### src/rtl/gpio_debounce.sv
// gpio_debounce: per-channel synchroniser + stable-count debouncer with
// registered edge pulses, sticky event flags and a combined interrupt line.

// One debounced channel: synchroniser, counter, level, pulses, sticky event.
module gpio_debounce_ch #(
  parameter int   SYNC_STAGES  = 2,
  parameter int   DEBOUNCE_CYC = 50000,
  parameter int   CNT_W        = 16,
  parameter logic RST_LEVEL    = 1'b0
) (
  input  logic       clk,
  input  logic       rst,
  input  logic       din,
  input  logic [1:0] edge_sel,
  input  logic       clr,
  output logic       level,
  output logic       rise,
  output logic       fall,
  output logic       evt
);

  localparam logic [CNT_W-1:0] CNT_MAX = CNT_W'(DEBOUNCE_CYC - 1);

  logic [SYNC_STAGES-1:0] sync;
  logic [CNT_W-1:0]       cnt;
  logic                   synced;
  logic                   evt_set;

  assign synced  = sync[SYNC_STAGES-1];
  // Pulses are registered, so the event lands one cycle after the pulse.
  assign evt_set = (rise & edge_sel[0]) | (fall & edge_sel[1]);

  // Synchroniser chain; only the last stage is looked at by the debouncer.
  always_ff @(posedge clk) begin
    if (rst) sync <= {SYNC_STAGES{RST_LEVEL}};
    else     sync <= {sync[SYNC_STAGES-2:0], din};
  end

  // Count consecutive mismatching cycles; accept the new level on the last one.
  always_ff @(posedge clk) begin
    if (rst) begin
      cnt   <= '0;
      level <= RST_LEVEL;
      rise  <= 1'b0;
      fall  <= 1'b0;
    end else begin
      rise <= 1'b0;
      fall <= 1'b0;
      if (synced == level) begin
        cnt <= '0;
      end else if (cnt == CNT_MAX) begin
        cnt   <= '0;
        level <= synced;
        rise  <= synced;
        fall  <= ~synced;
      end else begin
        cnt <= cnt + CNT_W'(1);
      end
    end
  end

  // Sticky event: a new matching pulse wins over a simultaneous clear.
  always_ff @(posedge clk) begin
    if (rst) evt <= 1'b0;
    else     evt <= evt_set | (evt & ~clr);
  end

endmodule

// Top: array of independent channels plus the interrupt reduction.
module gpio_debounce #(
  parameter int   N_CH         = 5,
  parameter int   SYNC_STAGES  = 2,
  parameter int   DEBOUNCE_CYC = 50000,
  parameter int   CNT_W        = 16,
  parameter logic RST_LEVEL    = 1'b0
) (
  input  logic              clk,
  input  logic              rst,
  input  logic [N_CH-1:0]   i_in,
  input  logic [2*N_CH-1:0] i_edge_sel,
  input  logic [N_CH-1:0]   i_irq_en,
  input  logic [N_CH-1:0]   i_clr,
  output logic [N_CH-1:0]   o_level,
  output logic [N_CH-1:0]   o_rise,
  output logic [N_CH-1:0]   o_fall,
  output logic [N_CH-1:0]   o_event,
  output logic              o_irq
);

  logic [N_CH-1:0][1:0] sel;

  assign sel = i_edge_sel;

  for (genvar n = 0; n < N_CH; n++) begin : g_ch
    gpio_debounce_ch #(
      .SYNC_STAGES (SYNC_STAGES),
      .DEBOUNCE_CYC(DEBOUNCE_CYC),
      .CNT_W       (CNT_W),
      .RST_LEVEL   (RST_LEVEL)
    ) u_ch (
      .clk     (clk),
      .rst     (rst),
      .din     (i_in[n]),
      .edge_sel(sel[n]),
      .clr     (i_clr[n]),
      .level   (o_level[n]),
      .rise    (o_rise[n]),
      .fall    (o_fall[n]),
      .evt     (o_event[n])
    );
  end

  // Only combinational output path: registered events gated by enables.
  assign o_irq = |(o_event & i_irq_en);

endmodule

### config.mk
export PLATFORM = sky130hd
export DESIGN_NAME = gpio_debounce
export DESIGN_NICKNAME = d
export VERILOG_FILES = /design/src/rtl/gpio_debounce.sv
export SDC_FILE = /design/constraint.sdc
export NUM_CORES = 1
export LEC_CHECK = 0
export CAP_MARGIN = 20
export CORE_AREA = 2 2 96 98
export DETAILED_ROUTE_END_ITERATION = 10
export DIE_AREA = 0 0 98 100
export PLACE_DENSITY = 0.85
export SETUP_SLACK_MARGIN = 0.5
export SLEW_MARGIN = 10
export SYNTH_ARGS = -nofsm -noshare
export SYNTH_HDL_FRONTEND = slang
export SYNTH_SLANG_ARGS = --single-unit
### constraint.sdc
create_clock -name clk -period 2.4 [get_ports clk]
set_input_delay 0.24 -clock clk [delete_from_list [all_inputs] [get_ports clk]]
set_output_delay 0.24 -clock clk [all_outputs]
set_load 0.01 [all_outputs]
== After elaboration in Yosys (flattened, before gate mapping) ==
Cells that the tools add are included.
Operators by class
  $add $sub $neg: 5
  equal/unequal tests: 10
  bitwise gates (word level): 46
  reduce and logical (&&, ||, !) cells: 16
Operators with widths (count)
  adder 16 x 1 -> 16 bit (second input constant): 5
  equality test 16 bit (second input constant): 5
  OR reduction 3 bit: 10
  NOT 1 bit: 20
  bitwise AND 1 bit: 15
  bitwise OR 1 bit: 10
  AND reduction 2 bit: 5
  bitwise AND 5 bit: 1
  equality test 1 bit: 5
  OR reduction 5 bit: 1
Word-level totals
  register bits: 110
  bits of input ports: 27
  output and inout port bits: 21
  word-level logic and storage cells: 107

== Depth between registers and ports, before layout ==
  depth after elaboration: 3
  gate-level depth with buffers: 6
  gate-level depth less buffers: 5

== Modules after synthesis ==
From an unflattened synthesis, not the netlist that was laid out.
Unflattened totals
  cell total of the unflattened synthesis: 478
  area, all modules: 4794.6 µm²
By module, submodules not included
  gpio_debounce_ch: times used 5, cells an instance 95, area each 954.7 µm², seq. area each 440.4 µm²
  gpio_debounce: times used 1, cells an instance 3, area each 21.3 µm², seq. area each 0.0 µm²

== Worst setup path before layout ==
Ideal clock, no wire load.
  kind: register to register
  start point: register g_ch[3].u_ch.cnt[13]
  end point: register g_ch[3].u_ch.cnt[4]
  data arrival time: 1.795 ns
  setup slack: 0.489 ns
  stages on the path, launching flop included: 6
  path buffers: 1
  period minus slack after synthesis: 1.911 ns
  cells stage by stage: dfxtp_1 -> or4b_1 -> or4_4 -> o21ai_2 -> buf_6 -> nor2_2
Between the ends
  cells in the longest elaborated chain, start to end: 2
Ends and longest elaborated chain
  from (decl): line 25  | logic [CNT_W-1:0] cnt;
  from (signal assigned): line 57  | cnt <= cnt + CNT_W'(1);
  equality test 16 bit: line 51  | end else if (cnt == CNT_MAX) begin
  OR reduction 3 bit (no line)
Every way passes these cells.
A chain may end at the register's enable or synchronous reset.

== Final worst setup path ==
  start point: register g_ch[2].u_ch.cnt[7]
  end point: register g_ch[2].u_ch.level
Between the ends
  cells in the longest elaborated chain, start to end: 2
Ends and longest elaborated chain
  from (decl): line 25
  from (signal assigned): line 57
  equality test 16 bit: line 51
  AND reduction 2 bit (no line)
  to (signal assigned): line 53  | level <= synced;
  to (decl): line 16  | output logic level,
Every way passes these cells.

==> impl_metrics.prom <==
# TYPE chip_impl_metric gauge
chip_impl_metric{name="worst_slew_margin_rel",unit="%"} 69.3
chip_impl_metric{name="finalSetupViolCount",unit=""} 0
chip_impl_metric{name="worst-slew-pin-transition",unit="ns"} 0.457
chip_impl_metric{name="fin_crit_sh",unit="%"} 84.2
chip_impl_metric{name="synthesis.nets",unit=""} 547
chip_impl_info{name="critPathCaptureType",value="register"} 1
chip_impl_metric{name="dr_total_vias",unit=""} 3808
chip_impl_metric{name="first_global_vias",unit=""} 3658
chip_impl_metric{name="drv_slew",unit=""} 0
chip_impl_metric{name="layout.cells.non_filler",unit=""} 682
chip_impl_metric{name="postSynth.asyncResetShare",unit="%"} 0
chip_impl_metric{name="synth-seq-area-share",unit="%"} 46.4
chip_impl_metric{name="drtPass1Iterations",unit=""} 5
chip_impl_metric{name="drt-vias-per-instance",unit=""} 5.58
chip_impl_info{name="worst_setup_path_start_kind",value="register"} 1
chip_impl_info{name="worst-setup-path-type",value="register to register"} 1
chip_impl_info{name="rsz_0062_raised_after_global_routing",value="yes"} 1
chip_impl_metric{name="worstSkewPairLatency",unit="ns"} 0.36
chip_impl_metric{name="drcViolationCount",unit=""} 0
chip_impl_metric{name="synth.ff_latch_count",unit=""} 110
chip_impl_metric{name="ioPinCount",unit=""} 48
chip_impl_metric{name="pin_count_of_the_biggest_net_entering_global_routing",unit=""} 19
chip_impl_metric{name="i_o_buffers",unit=""} 47
chip_impl_metric{name="route.final.wire_length",unit="µm"} 10200
chip_impl_metric{name="floorplan.die.height",unit="µm"} 100
chip_impl_metric{name="yosys.area_share.adder",unit="%"} 1.32
chip_impl_metric{name="timing.clock.skew",unit="ns"} 0.0121
chip_impl_metric{name="count_of_filler_cells_inserted_in_the_layout",unit=""} 661
chip_impl_metric{name="globalplace.congestion",unit=""} 0.882
chip_impl_metric{name="syn_area",unit="mm²"} 0.00475
chip_impl_metric{name="yosysWarningCount",unit=""} 0
chip_impl_metric{name="number_of_flops_mapped_to_enable_cells_by_yosys",unit=""} 0
chip_impl_metric{name="achievable-frequency",unit="MHz"} 495
chip_impl_info{name="synth_top_family_by_area",value="simple AND/OR/NAND/NOR gates"} 1
chip_impl_metric{name="coreArea",unit="mm²"} 0.00889
chip_impl_info{name="clock_tree.root_cell",value="sky130_fd_sc_hd__clkbuf_8"} 1
chip_impl_metric{name="cts_hold_buf",unit=""} 0
chip_impl_metric{name="avgRoutedWirePerCell",unit="µm"} 15.0
chip_impl_metric{name="p_per_area",unit="mW/mm²"} 540
chip_impl_metric{name="clkTransAtPathRegs",unit="ns"} 0.10
chip_impl_metric{name="initial_antenna_violation_count",unit=""} 0
chip_impl_metric{name="finalHoldViolCount",unit=""} 0
chip_impl_metric{name="synthesis_to_layout_area_growth",unit="%"} 22.8
chip_impl_metric{name="clk_sinks",unit=""} 110
chip_impl_metric{name="initial_utilization",unit="%"} 53.4
chip_impl_metric{name="final_layout_size_suffix_gt1_share",unit="%"} 19.3
chip_impl_metric{name="num_antenna_cells",unit=""} 0
chip_impl_metric{name="place_inst",unit=""} 654
chip_impl_metric{name="xor_xnor_fraction_of_synth_area",unit="%"} 13.1
chip_impl_info{name="holdCritPathClass",value="primary input to register"} 1
chip_impl_metric{name="cts_max_level",unit=""} 3
chip_impl_metric{name="grtUsageTotal",unit="%"} 20.2
chip_impl_metric{name="synthDistinctLibCells",unit=""} 39
chip_impl_metric{name="cts_max_path_buffers",unit=""} 2
chip_impl_metric{name="design.final.nets",unit=""} 598
chip_impl_metric{name="vdd.ir_drop.worst",unit="mV"} 0.270
chip_impl_metric{name="drt.antenna.violating_nets",unit=""} 0
chip_impl_metric{name="finalCriticalPeriod",unit="ns"} 2.02
chip_impl_metric{name="synth-simple-area-share",unit="%"} 29.6
chip_impl_info{name="synth_flop_cell",value="sky130_fd_sc_hd__dfxtp_1"} 1
chip_impl_metric{name="syn-mean-instance-area",unit="µm²"} 9.22
chip_impl_metric{name="timing.critical_path.required",unit="ns"} 2.70
chip_impl_metric{name="post_synth_inst_count",unit=""} 515
chip_impl_metric{name="grt_first_pass_wirelength",unit="µm"} 16500
chip_impl_metric{name="dpl_wire_length",unit="µm"} 6640
chip_impl_metric{name="synth_compound_gate_area_share",unit="%"} 3.32
chip_impl_metric{name="critPathMaxFanout",unit=""} 3
chip_impl_metric{name="timing.critical_path.arrival",unit="ns"} 2.32
chip_impl_metric{name="synthMuxAreaShare",unit="%"} 0.421
chip_impl_metric{name="grt-ovfl-total",unit=""} 0
chip_impl_metric{name="numCtsBuffers",unit=""} 9
chip_impl_info{name="status",value="completed"} 1
chip_impl_metric{name="floorplan.rows",unit=""} 35
chip_impl_metric{name="cap_violations",unit=""} 0
chip_impl_metric{name="setup_total_negative_slack",unit="ns"} 0
chip_impl_info{name="tritoncts",value="built"} 1
chip_impl_metric{name="detailedRoute.firstIterationViolations",unit=""} 206
chip_impl_metric{name="die-area",unit="mm²"} 0.00980
chip_impl_metric{name="leakagePower",unit="nW"} 1.75
chip_impl_metric{name="chipWidth",unit="µm"} 98
[layer usage]
metal / global-route usage (%) / vias to the layer above / part of all wire, %
met1: 25.0 / 1809 / 42
met5: 0 / - / 0
met3: 4.94 / 23 / 5.5
met4: 6.62 / 0 / 1.8
li1: - / 1852 / -
met2: 34.9 / 124 / 50
[through the flow]
stage / util [%] / area [µm²] / power, mW / hold slack [ns] / setup slack [ns]
after floorplan: - / 4750 / 1.92 / 0.368 / 0.489
after global placement: 58.9 / 5240 / 1.97 / 0.418 / 0.449
after detailed placement: 58.9 / 5240 / 1.98 / 0.430 / 0.407
after CTS: 63.2 / 5620 / 3.18 / 0.408 / 0.418
after global routing: 65.6 / 5840 / 3.26 / 0.429 / 0.337
final: 65.6 / 5840 / 3.15 / 0.423 / 0.380
[logic make-up (layout without fill, tap and decap cells)]
| family | after synthesis | count (layout) |
|---|---|---|
| XOR/XNOR | 71 | 71 |
| flip-flops | 110 | 110 |
| AO/OA/AOI/OAI | 19 | 19 |
| buffers and inverters | 48 | 103 |
| adder cells (fa/ha/maj) | 5 | 5 |
| AND/OR/NAND/NOR | 260 | 261 |
| multiplexers | 2 | 2 |
[timing repair]
item	CTS	global route
gates resized for setup	20	49
pin swaps	15	30
gates cloned	2	1
buffers inserted	9	0
endpoints found under the setup margin	56	65
[power breakdown]
part | leakage (nW) | internal [mW] | total (mW) | switching, mW
Clock | 0.114 | 0.594 | 1.20 | 0.603
Combinational | 0.741 | 0.0632 | 0.111 | 0.0478
Sequential | 0.893 | 1.83 | 1.84 | 0.00734
Total | 1.75 | 2.49 | 3.15 | 0.658
[Yosys cell counts (2+ instances only)]
cell	instances	share of area [%]
sky130_fd_sc_hd__nor2_1	69	5.5
sky130_fd_sc_hd__mux2i_1	2	0.42
sky130_fd_sc_hd__and3_1	5	0.66
sky130_fd_sc_hd__nor2_2	30	4.0
sky130_fd_sc_hd__or4b_1	2	0.42
sky130_fd_sc_hd__clkbuf_1	3	0.24
sky130_fd_sc_hd__or4b_2	2	0.42
sky130_fd_sc_hd__buf_4	21	3.3
sky130_fd_sc_hd__a31o_1	2	0.37
sky130_fd_sc_hd__ha_1	5	1.3
sky130_fd_sc_hd__xnor2_1	64	12
sky130_fd_sc_hd__o21ai_2	2	0.37
sky130_fd_sc_hd__inv_1	20	1.6
sky130_fd_sc_hd__nand2_1	22	1.7
sky130_fd_sc_hd__nor3_1	25	2.6
sky130_fd_sc_hd__or4_4	3	0.71
sky130_fd_sc_hd__buf_6	3	0.71
sky130_fd_sc_hd__or2_4	2	0.37
sky130_fd_sc_hd__nor4b_1	5	0.92
sky130_fd_sc_hd__a222oi_1	6	1.3
sky130_fd_sc_hd__nor4bb_1	2	0.42
sky130_fd_sc_hd__nor2b_1	10	1.3
sky130_fd_sc_hd__nand3_1	26	2.7
sky130_fd_sc_hd__a21oi_1	5	0.53
sky130_fd_sc_hd__or4_1	3	0.47
sky130_fd_sc_hd__nand4_1	18	2.4
sky130_fd_sc_hd__nor4_1	24	3.2
sky130_fd_sc_hd__xor2_1	7	1.3
sky130_fd_sc_hd__nand2b_1	8	1.1
sky130_fd_sc_hd__dfxtp_1	110	46
[state kept, by name (all words and copies together) (netlist names)]
signal	flops
g_ch.u_ch.cnt	80
g_ch.u_ch.evt	5
g_ch.u_ch.fall	5
g_ch.u_ch.level	5
g_ch.u_ch.rise	5
g_ch.u_ch.sync	10
[placed cells by master, fill, tap and decap left out, types with 3 or more instances in the layout]
cell / instances
sky130_fd_sc_hd__nor3_1: 21
sky130_fd_sc_hd__nand2b_1: 8
sky130_fd_sc_hd__clkdlybuf4s50_1: 46
sky130_fd_sc_hd__buf_4: 12
sky130_fd_sc_hd__clkbuf_8: 9
sky130_fd_sc_hd__and3_1: 4
sky130_fd_sc_hd__nand4_1: 18
sky130_fd_sc_hd__ha_1: 5
sky130_fd_sc_hd__nand2_1: 22
sky130_fd_sc_hd__nor2b_1: 10
sky130_fd_sc_hd__a222oi_1: 6
sky130_fd_sc_hd__nor4_1: 24
sky130_fd_sc_hd__buf_8: 3
sky130_fd_sc_hd__o21ai_4: 3
sky130_fd_sc_hd__nor3_2: 3
sky130_fd_sc_hd__nand3_1: 24
sky130_fd_sc_hd__a21oi_1: 5
sky130_fd_sc_hd__nor2_2: 19
sky130_fd_sc_hd__dfxtp_2: 10
sky130_fd_sc_hd__xor2_1: 7
sky130_fd_sc_hd__nand3_2: 3
sky130_fd_sc_hd__dfxtp_1: 100
sky130_fd_sc_hd__inv_1: 20
sky130_fd_sc_hd__xnor2_1: 64
sky130_fd_sc_hd__nor2_1: 59
sky130_fd_sc_hd__nor4b_1: 4
sky130_fd_sc_hd__or4_4: 5
sky130_fd_sc_hd__nor2_4: 21
[worst max-delay path, stage by stage, from the launching register on]
cell                      delay (ns)
sky130_fd_sc_hd__dfxtp_2        0.33
sky130_fd_sc_hd__or4b_1         0.51
sky130_fd_sc_hd__or4_4          0.58
sky130_fd_sc_hd__nor4b_1        0.39
sky130_fd_sc_hd__a31o_1         0.17
[final cells by class]
class	instances	area, µm²	share of cell area, %
clock buffers	9	124	2.12
multi-input cells	358	2490	42.6
well taps	111	139	2.38
inverters	20	75.1	1.29
clock inverters	7	96.3	1.65
repair buffers	67	698	12.0
flip-flops and latches	110	2210	38.0
[final timing paths]
check | start | endpoint | slack (ns) | cells past startpoint
setup reg to reg | g_ch[2].u_ch.cnt[7]$_SDFF_PP0_ | g_ch[2].u_ch.level$_SDFFE_PP0P_ | 0.38 | 4
hold / removal | i_in[1] | g_ch[1].u_ch.sync[0]$_SDFF_PP0_ | 0.42 | 2
hold reg to reg | g_ch[4].u_ch.sync[0]$_SDFF_PP0_ | g_ch[4].u_ch.sync[1]$_SDFF_PP0_ | 0.45 | 1
setup / recovery | g_ch[2].u_ch.cnt[7]$_SDFF_PP0_ | g_ch[2].u_ch.level$_SDFFE_PP0P_ | 0.38 | 4
(Power assumes the default switching activity.)
